File: src/rtl/register_file_pkg.sv
// Shared sizing defaults and constants for the datapath register file.
package register_file_pkg;

    localparam int unsigned DATA_W_DEF = 32;
    localparam int unsigned ADDR_W_DEF = 5;
    localparam int unsigned ZERO_REG   = 0;

    function automatic int unsigned reg_depth(input int unsigned addr_w);
        return 32'd1 << addr_w;
    endfunction

endpackage

File: src/rtl/register_file_read_mux.sv
// One combinational read port; address ZERO_REG always reads as zero.
module register_file_read_mux
    import register_file_pkg::*;
#(
    parameter int unsigned DATA_W = DATA_W_DEF,
    parameter int unsigned ADDR_W = ADDR_W_DEF,
    parameter int unsigned DEPTH  = 32'd1 << ADDR_W
) (
    input  logic [DATA_W-1:0] regs_i [DEPTH],
    input  logic [ADDR_W-1:0] addr_i,
    output logic [DATA_W-1:0] data_o
);

    // Storage for reg 0 is undefined before the first reset, so mask it here.
    always_comb begin
        data_o = regs_i[addr_i];
        if (addr_i == ADDR_W'(ZERO_REG)) begin
            data_o = '0;
        end
    end

endmodule

File: src/rtl/register_file.sv
// 2^ADDR_W x DATA_W register file: two combinational read ports, one synchronous write port.
module register_file
    import register_file_pkg::*;
#(
    parameter int unsigned DATA_W = DATA_W_DEF,
    parameter int unsigned ADDR_W = ADDR_W_DEF
) (
    input  logic              clock,
    input  logic              reset,
    input  logic [ADDR_W-1:0] x_read,
    input  logic [ADDR_W-1:0] y_read,
    input  logic [ADDR_W-1:0] z_write,
    input  logic [DATA_W-1:0] z_data,
    input  logic              RegWrite,
    output logic [DATA_W-1:0] x_out,
    output logic [DATA_W-1:0] y_out
);

    localparam int unsigned DEPTH = reg_depth(ADDR_W);

    logic [DATA_W-1:0] regs_q [DEPTH];
    logic [DATA_W-1:0] regs_d [DEPTH];

    always_comb begin
        regs_d = regs_q;
        if (RegWrite && (z_write != ADDR_W'(ZERO_REG))) begin
            regs_d[z_write] = z_data;
        end
    end

    // Reset wins over a same-edge write, discarding it.
    always_ff @(posedge clock) begin
        if (reset) begin
            for (int unsigned i = 0; i < DEPTH; i++) begin
                regs_q[i] <= '0;
            end
        end else begin
            regs_q <= regs_d;
        end
    end

    register_file_read_mux #(
        .DATA_W (DATA_W),
        .ADDR_W (ADDR_W),
        .DEPTH  (DEPTH)
    ) u_x_mux (
        .regs_i (regs_q),
        .addr_i (x_read),
        .data_o (x_out)
    );

    register_file_read_mux #(
        .DATA_W (DATA_W),
        .ADDR_W (ADDR_W),
        .DEPTH  (DEPTH)
    ) u_y_mux (
        .regs_i (regs_q),
        .addr_i (y_read),
        .data_o (y_out)
    );

endmodule

File: config.mk
export PLATFORM = sky130hd
export DESIGN_NAME = register_file
export DESIGN_NICKNAME = d
export VERILOG_FILES = /design/src/rtl/register_file_pkg.sv /design/src/rtl/register_file_read_mux.sv /design/src/rtl/register_file.sv
export SDC_FILE = /design/constraint.sdc
export NUM_CORES = 2
export LEC_CHECK = 0
export ABC_AREA = 1
export BUFFER_PORTS_ARGS = -buffer_cell sky130_fd_sc_hd__buf_2
export CAP_MARGIN = 25
export CORE_AREA = 2 2 562 396
export DETAILED_ROUTE_END_ITERATION = 8
export DIE_AREA = 0 0 564 398
export GPL_ROUTABILITY_DRIVEN = 0
export PLACE_DENSITY = 0.47
export SYNTH_ARGS = -nofsm -noshare
export SYNTH_HDL_FRONTEND = slang
export SYNTH_SLANG_ARGS = --single-unit
File: constraint.sdc
create_clock -name clock -period 3.7 [get_ports clock]
set_input_delay 0.37 -clock clock [delete_from_list [all_inputs] [get_ports clock]]
set_output_delay 0.37 -clock clock [all_outputs]
set_load 0.05 [all_outputs]
# [Yosys cells after proc, flatten, opt, wreduce, memory -nomap -nowiden]
# Cells that the tools add are included.
[classes] magnitude_cmp=4 mux=11 n_bitwise=3 n_reduce_logical=5
[ops] op="bitwise mux 1024 bit" count=1
[ops] op="binary-select mux 32 bit (select 5 bit)" count=2
[ops] op="two-way mux 32 bit" count=7
[ops] op="demux 32 bit (select 5 bit)" count=1
[ops] op="greater-or-equal comparator 6 bit (second input constant)" count=3
[ops] op="inverter 5 -> 6 bit" count=3
[ops] op="zero test 5 bit" count=2
[ops] op="< comparator 6 x 1 -> 1 bit (second input constant)" count=1
[ops] op="nonzero test 5 bit" count=1
[ops] op="logical AND 1 bit" count=2
[totals] ff_bits=1024 in_bits=50 out_inout_bits=64 wordCells=55

# [Logic depth before layout (Yosys ltp)]
[depth] depth_word=6 mapped_depth=13 depth_no_buf=9

# [By module]
# Synthesis repeated with hierarchy kept, for this count alone.
[hier_totals] cells_unflattened=9242 hier_area_um2=56770.7
[by_module_without_submodules] module="register_file" n_inst=1 cells_each=4314 area_per_inst_um2=35295.1 seq_area_each_um2=20499.7
[by_module_without_submodules] module="register_file_read_mux" n_inst=2 cells_each=2464 area_per_inst_um2=10737.8 seq_area_each_um2=0.0

# [Least setup slack after synthesis]
# OpenSTA, ideal clock, no wires.
[synth_timing] kind="input to output" from="in x_read[0]" to="out x_out[21]" arrival_time_ns=2.190 required_ns=3.330 path_slack_ns=1.140 stages=10 n_path_buf=4 path_cell_list="buf_2 > buf_2 > buf_2 > clkbuf_1 > nand2_1 > nand3_1 > nand3_1 > a21oi_1 > nor2_1 > nor2_1"
[synth_between] elab_chain_cells=5 word_cells_on_any_way=6 classes_between="4 x mux; 1 x bitwise; 1 x reduce/logical"
[synth_lines] item="from (decl)" line_no="register_file.sv:10" text="input logic [ADDR_W-1:0] x_read,"
[synth_lines] item="inverter 5 -> 6 bit (implied by the code)" line_no="register_file_read_mux.sv:16" text="data_o = regs_i[addr_i];"
[synth_lines] item="binary-select mux 32 bit (select 5 bit)" line_no="register_file_read_mux.sv:16"
[synth_lines] item="two-way mux 32 bit (implied by the code) (2 in a row)" line_no="register_file_read_mux.sv:16"
[synth_lines] item="two-way mux 32 bit (*)" line_no="register_file_read_mux.sv:17" text="if (addr_i == ADDR_W'(ZERO_REG)) begin"
[synth_lines] item="to (decl)" line_no="register_file.sv:15" text="output logic [DATA_W-1:0] x_out,"
# Mark *: on every way between the ends. The rest lies on a longest branch, timed or not. The select of a mux whose other input is x is not followed.

# [Worst setup path after layout]
[layout_timing] from="in x_read[1]" to="out x_out[27]"
# Same word-level chain as after synthesis.

==> results.md <==
- Drt pass-1 iters: 6
- Period utilisation layout: 89.2%
- Core Area: 219000 sq um
- Mux cell area share after synthesis: 0%
- Post-route ant nets: 0
- Post-Syn Nets: 8859
- CP startpoint: x_read[1]
- Sinks on the clock net: 1024
- Setup TNS: 0 ns
- Biggest regs: regs_q: 1024 flops
- Largest net degree at the start of global routing: 160
- Flop2flop setup slack: 2.94 ns
- Worst Hold Class: input port to flip-flop
- Synth Area in Adders: 0%
- Synth Cell Area: 54600 sq um
- Synth Warn #: 0
- Via/cell ratio: 5.39
- Post-synth top area cell: dfxtp_1
- Die area: 224000 sq um
- Fill cell count: 24100
- H-tree depth: 3
- Layout Nets: 8459
- Largest family of logic cells by synthesized area: simple AND/OR/NAND/NOR gates
- Routed len/inst: 23.6 um
- Worst vdd ir: 0.394 mV
- Area Overhead vs Synth: 15.4%
- Number of synthesized register bits: 1024
- Slew @ Worst Pin: 1.07 ns
- WHS Path Cells: 3
- Share of layout cells above drive strength 1: 6.79%
- Synth Area in Compound Gates: 18.1%
- RR Startpoint: regs_q[22]
- Non-filler instance count after layout: 11400
- Startpoint Class: input port
- Die X: 564 um
- CTS Buffer Depth: 3
- Worst Setup End Kind: output pin
- Dpl cells: 11200
- Detailed placer's ending HPWL: 153000 um
- Reg-to-reg critical path endpoint: regs_q[22]
- CTS tree: built
- DR DRC count: 0
- Top post-synthesis cells by area: dfxtp_1, nand2_1, nand3_1
- All-Layer GR Usage: 23.1%
- CP max stage cell: buf_8
- Skew final: 0 ns
- Finished Cell Area: 63000 sq um
- Clock buffer count from CTS: 106
- DRT iter0 DRCs: 8694
- Starting Density: 24.9%
- Worst path required time: 3.33 ns
- Post-synth ARST share: 0%
- CTS resizes: 0
- Period minus WS final: 3.30 ns
- Crit path DAT: 2.93 ns
- Total routed wirelength: 269000 um
- Syn Area/Cell: 6.19 sq um
- Hold Violations, Final: 0
- Crit-path max cell delay: 0.40 ns
- Register area share after synthesis: 37.6%
- Area share of xor/xnor cells in the synthesized design: 0%
- Post-Synth Simple-Gate Area: 36.8%
- Max Slew Vio Count: 0
- Max Clock Freq: 0.303 GHz
- Max-cap violation count: 0
- Count leader, synth: nand2_1
- Reg clk slew, reported paths: 0.06 ns
- Post-DP Area: 59200 sq um
- Finish-stage setup viols: 0
- Setup CP Type: input port to output pin
- I/O Buffers: 113
- Initial antenna violation count: 23
- Worst Reg-to-Reg Cells: 2
- First-pass GRT wire length: 392000 um
- EDFF count, synth: 0
- RSZ-0062 raised after global routing: false
- Power density over cell area: 430 nW/um^2
- Max-slew headroom: 28.5%
- Max reg flops: 1024
- Dpl ws: 0.494 ns
- Post-synth top area share: 37.6%
- Crit-path cells: buf_8 -> inv_8 -> buf_12 -> buf_12 -> a21oi_1 -> o21ai_0 -> a21oi_1 -> nor2_1 -> nor2_1 -> nor2_1 -> buf_12
- Synth cell count leaders: nand2_1, nand3_1, dfxtp_1
- Leakage: 23.5 nW
- Mapped Cells: 8809
- Site row count: 144
- Crit path max fanout: 45
- Routed vias: 61500
- Vias in the first global route: 56100
- Post-CTS Setup Inserts: 0
- Final WS setup: 0.401 ns
- Die Height: 398 um
- Reg with most FFs: regs_q
- Hold Crit Endpoint: regs_q[917]
- Skew-Pair Late Insertion Delay: 0.72 ns
- Library cells used by synthesis: 21
- Root buffer cell: clkbuf_16
- Status: complete, no violations
- Min-delay src: z_data[21]
- Ports: 114
- Synth Flop Type: dfxtp_1
- CTS Hold Bufs: 0
- Gr ovfl total: 0
[logic make-up (layout without fill, tap and decap cells)]
logic type | after synthesis | in the layout
compound gates | 1968 | 1968
simple gates | 4752 | 4752
buf+inv | 1065 | 756
flops | 1024 | 1024
other cells | 0 | 7
[final cells by class]
type | count | area, sq um | area share [%]
Multi-Input combinational cell | 6720 | 30100 | 47.8
Tap cell | 2920 | 3650 | 5.80
Antenna cell | 7 | 17.5 | 0.0278
Clock buffer | 143 | 3010 | 4.79
Timing Repair Buffer | 336 | 4080 | 6.48
Clock inverter | 56 | 713 | 1.13
Inverter | 221 | 886 | 1.41
Sequential cell | 1024 | 20500 | 32.5
[where the power goes]
| part | switching (mW) | internal (mW) | leakage [nW] | total [mW] |
|---|---|---|---|---|
| Sequential | 0.0967 | 11.2 | 8.26 | 11.3 |
| Combinational | 2.90 | 1.06 | 13.4 | 3.96 |
| Clock | 5.12 | 6.77 | 1.85 | 11.9 |
| Total | 8.11 | 19.0 | 23.5 | 27.1 |
[critical path: cells and delay by family]
kind                   cells  cell delay [ns]
AOI/OAI and AO/OA          3             0.54
buffers and inverters      5             1.36
and+or+nand+nor            3             0.57
[how the worst max path moves through the flow]
stage / end / cells after the start / slack, ns
finish: x_out[27] / 11 / 0.40
detailed placement: x_out[21] / 11 / 0.49
floorplan: x_out[21] / 10 / 1.14
global placement: x_out[21] / 11 / 0.51
global route: x_out[27] / 11 / 0.36
CTS: x_out[21] / 11 / 0.49
[through the flow]
stage	utilization [%]	hold slack (ns)	total power [mW]
after floorplan	-	0.416	13.6
after global placement	27.0	0.425	15.4
after detailed placement	27.0	0.427	15.4
after CTS	28.7	0.0156	27.2
after global routing	28.7	0.0580	28.0
final	28.7	0.0456	27.1
[routing by layer]
| layer | global-route usage [%] | share of wire (%) | vias up |
|---|---|---|---|
| met5 | 0 | 0.020 | - |
| met4 | 7.09 | 3.0 | 10 |
| met3 | 4.93 | 11 | 496 |
| met2 | 34.3 | 42 | 3497 |
| met1 | 33.0 | 44 | 29000 |
| li1 | - | - | 28500 |
[placed cells by master (no fill, tap or decap), drive strengths merged]
cell and n:
diode 7, nor4 4, clkbuf 143, clkinvlp 4, bufinv 15, nor2 453
clkinv 67, nor3 196, nand4 6, a21oi 956, o21ai 1012, nand2 2608
nand3 1485, dfxtp 1024, buf 336, inv 191
Power figures use the tool's default switching activity.
